File: src/rtl/glitch_pkg.sv
// Shared types and sizing for the glitch parameter sweeper.
// Holds the sweep state encoding, datapath widths and default timing limits.
package glitch_pkg;

  localparam int DELAY_W   = 16;
  localparam int WIDTH_W   = 8;
  localparam int ATTEMPT_W = 16;

  localparam int TRIG_TIMEOUT_DEF = 1_000_000;
  localparam int OBS_CYCLES_DEF   = 1024;

  typedef enum logic [3:0] {
    ST_IDLE      = 4'd0,
    ST_RESET     = 4'd1,
    ST_WAIT_RST  = 4'd2,
    ST_ARM       = 4'd3,
    ST_WAIT_FIRE = 4'd4,
    ST_WAIT_END  = 4'd5,
    ST_OBSERVE   = 4'd6,
    ST_STEP      = 4'd7,
    ST_DONE      = 4'd8
  } sweep_state_e;

endpackage

File: src/rtl/sweep_stepper.sv
// Range incrementer: next = cur + step (step 0 acts as 1) with one extra carry bit.
// Wraps back to the range start on carry or when the sum passes the range end.
module sweep_stepper
  import glitch_pkg::*;
#(
  parameter int W = WIDTH_W
) (
  input  logic [W-1:0] i_cur,
  input  logic [W-1:0] i_step,
  input  logic [W-1:0] i_start,
  input  logic [W-1:0] i_end,
  output logic [W-1:0] o_next,
  output logic         o_wrap
);

  logic [W-1:0] w_step;
  logic [W:0]   w_sum;

  always_comb begin
    w_step = (i_step == '0) ? W'(1) : i_step;
    w_sum  = {1'b0, i_cur} + {1'b0, w_step};
    o_wrap = w_sum[W] || (w_sum[W-1:0] > i_end);
    o_next = o_wrap ? i_start : w_sum[W-1:0];
  end

endmodule

File: src/rtl/glitch_sweeper.sv
// Autonomous delay/width sweep controller driving the resetter and pulser.
// Define GLITCH_SWEEP_STOP_ON_HIT_EN to end the sweep at the first recorded hit.
module glitch_sweeper
  import glitch_pkg::*;
#(
  parameter int TRIG_TIMEOUT = TRIG_TIMEOUT_DEF,
  parameter int OBS_CYCLES   = OBS_CYCLES_DEF
) (
  input  logic                 clk,
  input  logic                 rst,
  input  logic                 start_i,
  input  logic                 stop_i,
  input  logic [DELAY_W-1:0]   delay_start_i,
  input  logic [DELAY_W-1:0]   delay_end_i,
  input  logic [DELAY_W-1:0]   delay_step_i,
  input  logic [WIDTH_W-1:0]   width_start_i,
  input  logic [WIDTH_W-1:0]   width_end_i,
  input  logic [WIDTH_W-1:0]   width_step_i,
  input  logic                 reset_done_i,
  input  logic                 busy_i,
  input  logic                 success_i,
  output logic [DELAY_W-1:0]   delay_o,
  output logic [WIDTH_W-1:0]   width_o,
  output logic                 reset_en_o,
  output logic                 arm_o,
  output logic                 running_o,
  output logic                 done_o,
  output logic                 hit_o,
  output logic [DELAY_W-1:0]   hit_delay_o,
  output logic [WIDTH_W-1:0]   hit_width_o,
  output logic [ATTEMPT_W-1:0] attempts_o
);

  localparam int TCNT_W = $clog2(TRIG_TIMEOUT + 1);
  localparam int OCNT_W = $clog2(OBS_CYCLES + 1);

`ifdef GLITCH_SWEEP_STOP_ON_HIT_EN
  localparam bit STOP_ON_HIT = 1'b1;
`else
  localparam bit STOP_ON_HIT = 1'b0;
`endif

  sweep_state_e         r_state;
  logic [DELAY_W-1:0]   r_delay;
  logic [WIDTH_W-1:0]   r_width;
  logic                 r_hit;
  logic [DELAY_W-1:0]   r_hit_delay;
  logic [WIDTH_W-1:0]   r_hit_width;
  logic [ATTEMPT_W-1:0] r_attempts;
  logic [TCNT_W-1:0]    r_tcnt;
  logic [OCNT_W-1:0]    r_ocnt;

  logic [DELAY_W-1:0]   w_delay_next;
  logic                 w_delay_wrap;
  logic [WIDTH_W-1:0]   w_width_next;
  logic                 w_width_wrap;
  logic [ATTEMPT_W-1:0] w_attempts_inc;
  logic                 w_first_hit;
  logic                 w_obs_last;
  logic                 w_fire_timeout;

  sweep_stepper #(.W(DELAY_W)) u_delay_step (
    .i_cur   (r_delay),
    .i_step  (delay_step_i),
    .i_start (delay_start_i),
    .i_end   (delay_end_i),
    .o_next  (w_delay_next),
    .o_wrap  (w_delay_wrap)
  );

  sweep_stepper #(.W(WIDTH_W)) u_width_step (
    .i_cur   (r_width),
    .i_step  (width_step_i),
    .i_start (width_start_i),
    .i_end   (width_end_i),
    .o_next  (w_width_next),
    .o_wrap  (w_width_wrap)
  );

  assign w_attempts_inc = (r_attempts == '1) ? r_attempts : r_attempts + ATTEMPT_W'(1);
  assign w_first_hit    = success_i && !r_hit;
  assign w_obs_last     = (r_ocnt == OCNT_W'(OBS_CYCLES - 1));
  assign w_fire_timeout = (r_tcnt == TCNT_W'(TRIG_TIMEOUT - 1));

  // Stop beats every other input, including a simultaneous start.
  always_ff @(posedge clk) begin
    if (rst) begin
      r_state     <= ST_IDLE;
      r_delay     <= '0;
      r_width     <= '0;
      r_hit       <= 1'b0;
      r_hit_delay <= '0;
      r_hit_width <= '0;
      r_attempts  <= '0;
      r_tcnt      <= '0;
      r_ocnt      <= '0;
    end else if (stop_i) begin
      r_state <= ST_IDLE;
    end else begin
      case (r_state)
        ST_IDLE, ST_DONE: begin
          if (start_i) begin
            r_delay     <= delay_start_i;
            r_width     <= width_start_i;
            r_hit       <= 1'b0;
            r_hit_delay <= '0;
            r_hit_width <= '0;
            r_attempts  <= '0;
            r_state     <= ST_RESET;
          end
        end
        ST_RESET:    r_state <= ST_WAIT_RST;
        ST_WAIT_RST: if (reset_done_i) r_state <= ST_ARM;
        ST_ARM: begin
          r_tcnt  <= '0;
          r_state <= ST_WAIT_FIRE;
        end
        ST_WAIT_FIRE: begin
          if (busy_i)              r_state <= ST_WAIT_END;
          else if (w_fire_timeout) r_state <= ST_STEP;
          else                     r_tcnt  <= r_tcnt + TCNT_W'(1);
        end
        ST_WAIT_END: begin
          if (!busy_i) begin
            r_ocnt  <= '0;
            r_state <= ST_OBSERVE;
          end
        end
        ST_OBSERVE: begin
          if (w_first_hit) begin
            r_hit       <= 1'b1;
            r_hit_delay <= r_delay;
            r_hit_width <= r_width;
          end
          if (STOP_ON_HIT && w_first_hit) begin
            r_attempts <= w_attempts_inc;
            r_state    <= ST_DONE;
          end else if (w_obs_last) begin
            r_state <= ST_STEP;
          end else begin
            r_ocnt <= r_ocnt + OCNT_W'(1);
          end
        end
        // Delay is the inner loop; width only moves when delay wraps.
        ST_STEP: begin
          r_attempts <= w_attempts_inc;
          r_delay    <= w_delay_next;
          if (!w_delay_wrap) begin
            r_state <= ST_RESET;
          end else if (w_width_wrap) begin
            r_state <= ST_DONE;
          end else begin
            r_width <= w_width_next;
            r_state <= ST_RESET;
          end
        end
        default: r_state <= ST_IDLE;
      endcase
    end
  end

  assign delay_o     = r_delay;
  assign width_o     = r_width;
  assign reset_en_o  = (r_state == ST_RESET);
  assign arm_o       = (r_state == ST_ARM);
  assign running_o   = (r_state != ST_IDLE) && (r_state != ST_DONE);
  assign done_o      = (r_state == ST_DONE);
  assign hit_o       = r_hit;
  assign hit_delay_o = r_hit_delay;
  assign hit_width_o = r_hit_width;
  assign attempts_o  = r_attempts;

endmodule

File: config.mk
export PLATFORM = sky130hd
export DESIGN_NAME = glitch_sweeper
export DESIGN_NICKNAME = d
export VERILOG_FILES = /design/src/rtl/glitch_pkg.sv /design/src/rtl/sweep_stepper.sv /design/src/rtl/glitch_sweeper.sv
export SDC_FILE = /design/constraint.sdc
export NUM_CORES = 1
export LEC_CHECK = 0
export CAP_MARGIN = 20
export CORE_ASPECT_RATIO = 1.75
export CORE_UTILIZATION = 50
export CTS_CLUSTER_DIAMETER = 30
export DETAILED_ROUTE_END_ITERATION = 8
export DONT_BUFFER_PORTS = 1
export GPL_TIMING_DRIVEN = 1
export HOLD_SLACK_MARGIN = 0.05
export PLACE_DENSITY = 0.69
export SLEW_MARGIN = 20
export SYNTH_ARGS = -nofsm -noshare
export SYNTH_HDL_FRONTEND = slang
export SYNTH_SLANG_ARGS = --single-unit
export TNS_END_PERCENT = 100
File: constraint.sdc
create_clock -name clk -period 4.4 [get_ports clk]
set_clock_uncertainty 0.05 [all_clocks]
set_input_delay 0.44 -clock clk [delete_from_list [all_inputs] [get_ports clk]]
set_output_delay 0.44 -clock clk [all_outputs]
set_load 0.005 [all_outputs]
==> impl_summary.log <==
[metrics] ys async rst share: 0%
[metrics] final layout net count: about 930
[metrics] worst slew slack as a fraction of its limit: 37.2%
[metrics] Worst-Skew Late Latency: 0.35 ns
[metrics] share of the yosys chip area belonging to registers: 31.1%
[metrics] Post-Syn Area per Cell: 8.03 µm²
[metrics] crit-path cells: ha_1, inv_1, and3_1, a2111oi_1, o311ai_4, ha_1, nand4_2, nor3_2, nand2_1, or4_4, a21o_4, buf_4, a211oi_1, a211oi_1
[metrics] leak pwr: approximately 0.0027 µW
[metrics] number of enable flip-flop cells after synthesis: 0
[metrics] clock transition time at the flip-flop clock pins of the worst setup and hold paths: 0.07 ns
[metrics] source of the worst register-to-register timing path: delay_o[14]$_SDFFE_PP0P_
[metrics] maximum number of pins on one net before global-route repair: 60
[metrics] arrival time of data at the critical path endpoint: roughly 4.4 ns
[metrics] share of cells above drive strength 1: 11.0%
[metrics] IO Port Bufs: 0
[metrics] Post-Syn Nets: roughly 930
[metrics] detailed router's first-iteration violation count: 277
[metrics] vias in the first global route: 5901
[metrics] minimum clock period: 4.24 ns
[metrics] remaining design rule violation count: 0
[metrics] die span in x: 87.8 µm
[metrics] path depth of the worst reg2reg path: 14
[metrics] type of the worst min-delay path: input port to flop
[metrics] global routing usage on met2: 49.1%
[metrics] row count: 54
[metrics] origin of the worst setup path: delay_o[14]$_SDFFE_PP0P_
[metrics] Via-to-Cell Ratio: between 6 and 7
[metrics] classification of the worst setup path: flop to flop
[metrics] number of H-tree branching levels: 3
[metrics] Layout Utilization: 56.9%
[metrics] total setup violations reported at the end of the flow: 0
[metrics] number of nets still failing antenna checks after routing: 0
[metrics] die area: 13400 µm²
[metrics] area inside the core boundary: ~12000 µm²
[metrics] global-route wire length before repair: approximately 29 mm
[metrics] max-slew violation count: 0
[metrics] number of max-capacitance violations reported: 0
[metrics] number of register bits inferred by synthesis: 100
[metrics] number of clock sinks: 100
[metrics] source of the worst hold timing path: rst
[metrics] most common cell after layout, fill and taps aside: dfxtp_1
[metrics] number of primary I/O pins: 148
[metrics] post-synth design cell area: 6440 µm²
[metrics] kind of launch point of the worst setup path: flop
[metrics] Worst Setup EP: width_o[3]$_SDFFE_PP0P_
[metrics] starting density of the core: approximately half
[metrics] post-synthesis to final-layout area growth: 10.4%
[metrics] CTS Root Buffer Type: clkbuf_16
[metrics] Period Utilization, post-route: 96.4%
[metrics] Pwr per Cell Area: about 320 nW/µm²
[metrics] Slew @ Worst Pin: ~0.94 ns
[metrics] number of antenna violations at the first check in global routing: 1
[metrics] FILL cells: 1168
[metrics] most used cells in the layout excluding fill and tap cells: 100 x dfxtp_1, 97 x nor2_1, 72 x nand2_1, 50 x ha_1, 44 x a21oi_1
[metrics] reg2reg setup slack: 0.16 ns
[metrics] number of distinct library cells after synthesis: 73
[metrics] routed len/inst: about 19 µm
[metrics] count of vias placed by the detailed router: 5978
[metrics] sort of element at the end of the critical path: flop
[metrics] highest cell delay on the worst timing path: ~0.66 ns
[metrics] Max clock buf depth: 2
[metrics] run status: complete, no violations
[metrics] die outline height: 152 µm
[metrics] timing-limited maximum frequency: ~240 MHz
[metrics] worst reg2reg endpoint: width_o[3]$_SDFFE_PP0P_
[metrics] sum of net half-perimeters after detailed placement: 14.1 mm
[metrics] global-route met1 utilization: roughly 28%
[metrics] critical-path cell with the highest stage delay: a2111oi_1
[metrics] GRT busiest layer: met2
[metrics] global routing usage on met3: 5.74%
[metrics] count of mapped cells out of synthesis: 802
[metrics] TritonCTS clock tree: done
[metrics] routability congestion estimate from global placement: 1.00
[metrics] wire length reported by the detailed router: 18.2 mm
[metrics] Hold-fix buffers, CTS: 0
[metrics] worst-path fanout max: 8
[metrics] number of buffers inserted during clock tree synthesis: 9
[metrics] Warnings, synthesis: 0
[metrics] worst hold-check slack: 0.107 ns
[metrics] WP data required: 4.58 ns
[metrics] first-pass detailed-route iteration total: 5
[metrics] final hold vios: 0
[metrics] dominant synthesized flop cell: dfxtp_1
[metrics] maximum vdd drop: 0.186 mV
[metrics] Total GRT Usage: ~27%
[metrics] overall overflow remaining after global route: 0
-- layer usage --
layer	share of wire, %	vias up
met5	0	-
met4	4.5	0
met3	5.1	64
met2	53	216
met1	37	2836
li1	-	2862
-- state kept, by name, indices dropped and copies added, names as in the netlist --
| signal | flops |
|---|---|
| r_state | 4 |
| attempts_o | 16 |
| hit_width_o | 8 |
| width_o | 8 |
| delay_o | 16 |
| hit_o | 1 |
| r_tcnt | 20 |
| r_ocnt | 11 |
| hit_delay_o | 16 |
-- power breakdown --
part	switching, µW	internal [µW]	total, µW	leakage (µW)
clock network	390	404	794	0.000148
registers	33.6	924	957	0.000809
logic	306	232	539	0.00176
-- cells in the mapped netlist (8+ instances only) --
cell type,instances,area [µm²]
dfxtp_1,100,2000
nor2_1,99,372
nand2_1,72,270
ha_1,51,638
a21oi_1,45,225
inv_1,41,154
clkbuf_1,39,146
xnor2_1,32,280
a22oi_1,28,210
o21ai_0,25,125
nand3_1,23,115
nor3_1,22,110
xor2_1,22,193
nor4_1,19,119
a211oi_1,14,105
a21o_1,12,90.1
nand4_1,12,75.1
or3_1,11,68.8
mux2i_1,10,100
nand2b_1,10,62.6
buf_2,8,40.0
-- worst max-delay path, delay by kind of cell (launching register included) --
kind,cells,cell delay (ns)
AO/OA/AOI/OAI,5,1.48
AND/OR/NAND/NOR,5,1.16
adder cells (fa/ha/maj),2,0.75
flip-flops,1,0.39
buffers and inverters,2,0.29
-- kinds of logic (layout without fill, tap and decap cells) --
kind of cell / Yosys count / count (layout) / share of synthesized area (%)
flops: 100 / 100 / 31.1
buf+inv: 94 / 94 / 5.87
other cells: 0 / 1 / 0
fa+ha+maj: 53 / 53 / 10.5
xor+xnor: 54 / 54 / 7.34
compound gates: 180 / 180 / 19.8
mux: 10 / 10 / 1.55
simple gates: 311 / 311 / 23.8
-- metrics by stage --
stage                     TNS [ns]  setup WS, ns  instances  total power, µW  instance area [µm²]
after detailed placement     -8.18        -0.398        952             1490                 6690
final                            0         0.157        971             2290                 7110
after floorplan                  0        0.0373        802             1330                 6440
after global routing        -0.142       -0.0279        971             2400                 7110
after CTS                        0        0.0338        968             2280                 7010
after global placement       -5.94        -0.294        952             1470                 6690
-- worst min-delay path by stage --
stage                              end  slack (ns)  depth (start not counted)
6_report        r_tcnt[0]$_SDFFE_PP0P_        0.11                          1
3_3_place_gp   r_ocnt[10]$_SDFFE_PP0P_        0.38                          1
4_1_cts         r_tcnt[0]$_SDFFE_PP0P_        0.10                          1
3_5_place_dp   r_ocnt[10]$_SDFFE_PP0P_        0.39                          1
5_1_grt         r_tcnt[0]$_SDFFE_PP0P_        0.09                          1
2_1_floorplan  r_ocnt[10]$_SDFFE_PP0P_        0.38                          1
-- cell type report --
class | instances | area [µm²] | share of cell area, %
clock inverters | 7 | 73.8 | 1.04
multi-input cells | 608 | 4160 | 58.5
well taps | 168 | 210 | 2.96
clock buffers | 9 | 225 | 3.17
flip-flops and latches | 100 | 2000 | 28.1
diodes | 1 | 2.50 | 0.0352
inverters | 41 | 154 | 2.16
repair buffers | 37 | 282 | 3.96
-- repair_timing --
| action | 4_1_cts | 5_1_grt |
|---|---|---|
| pin swaps | 0 | 14 |
| resized for setup | 3 | 17 |
| endpoints found under the hold margin | 0 | 0 |
| setup buffers | 0 | 2 |
| setup endpoints to repair | 9 | 26 |
| cloned | 0 | 0 |
(Power assumes the default switching activity.)
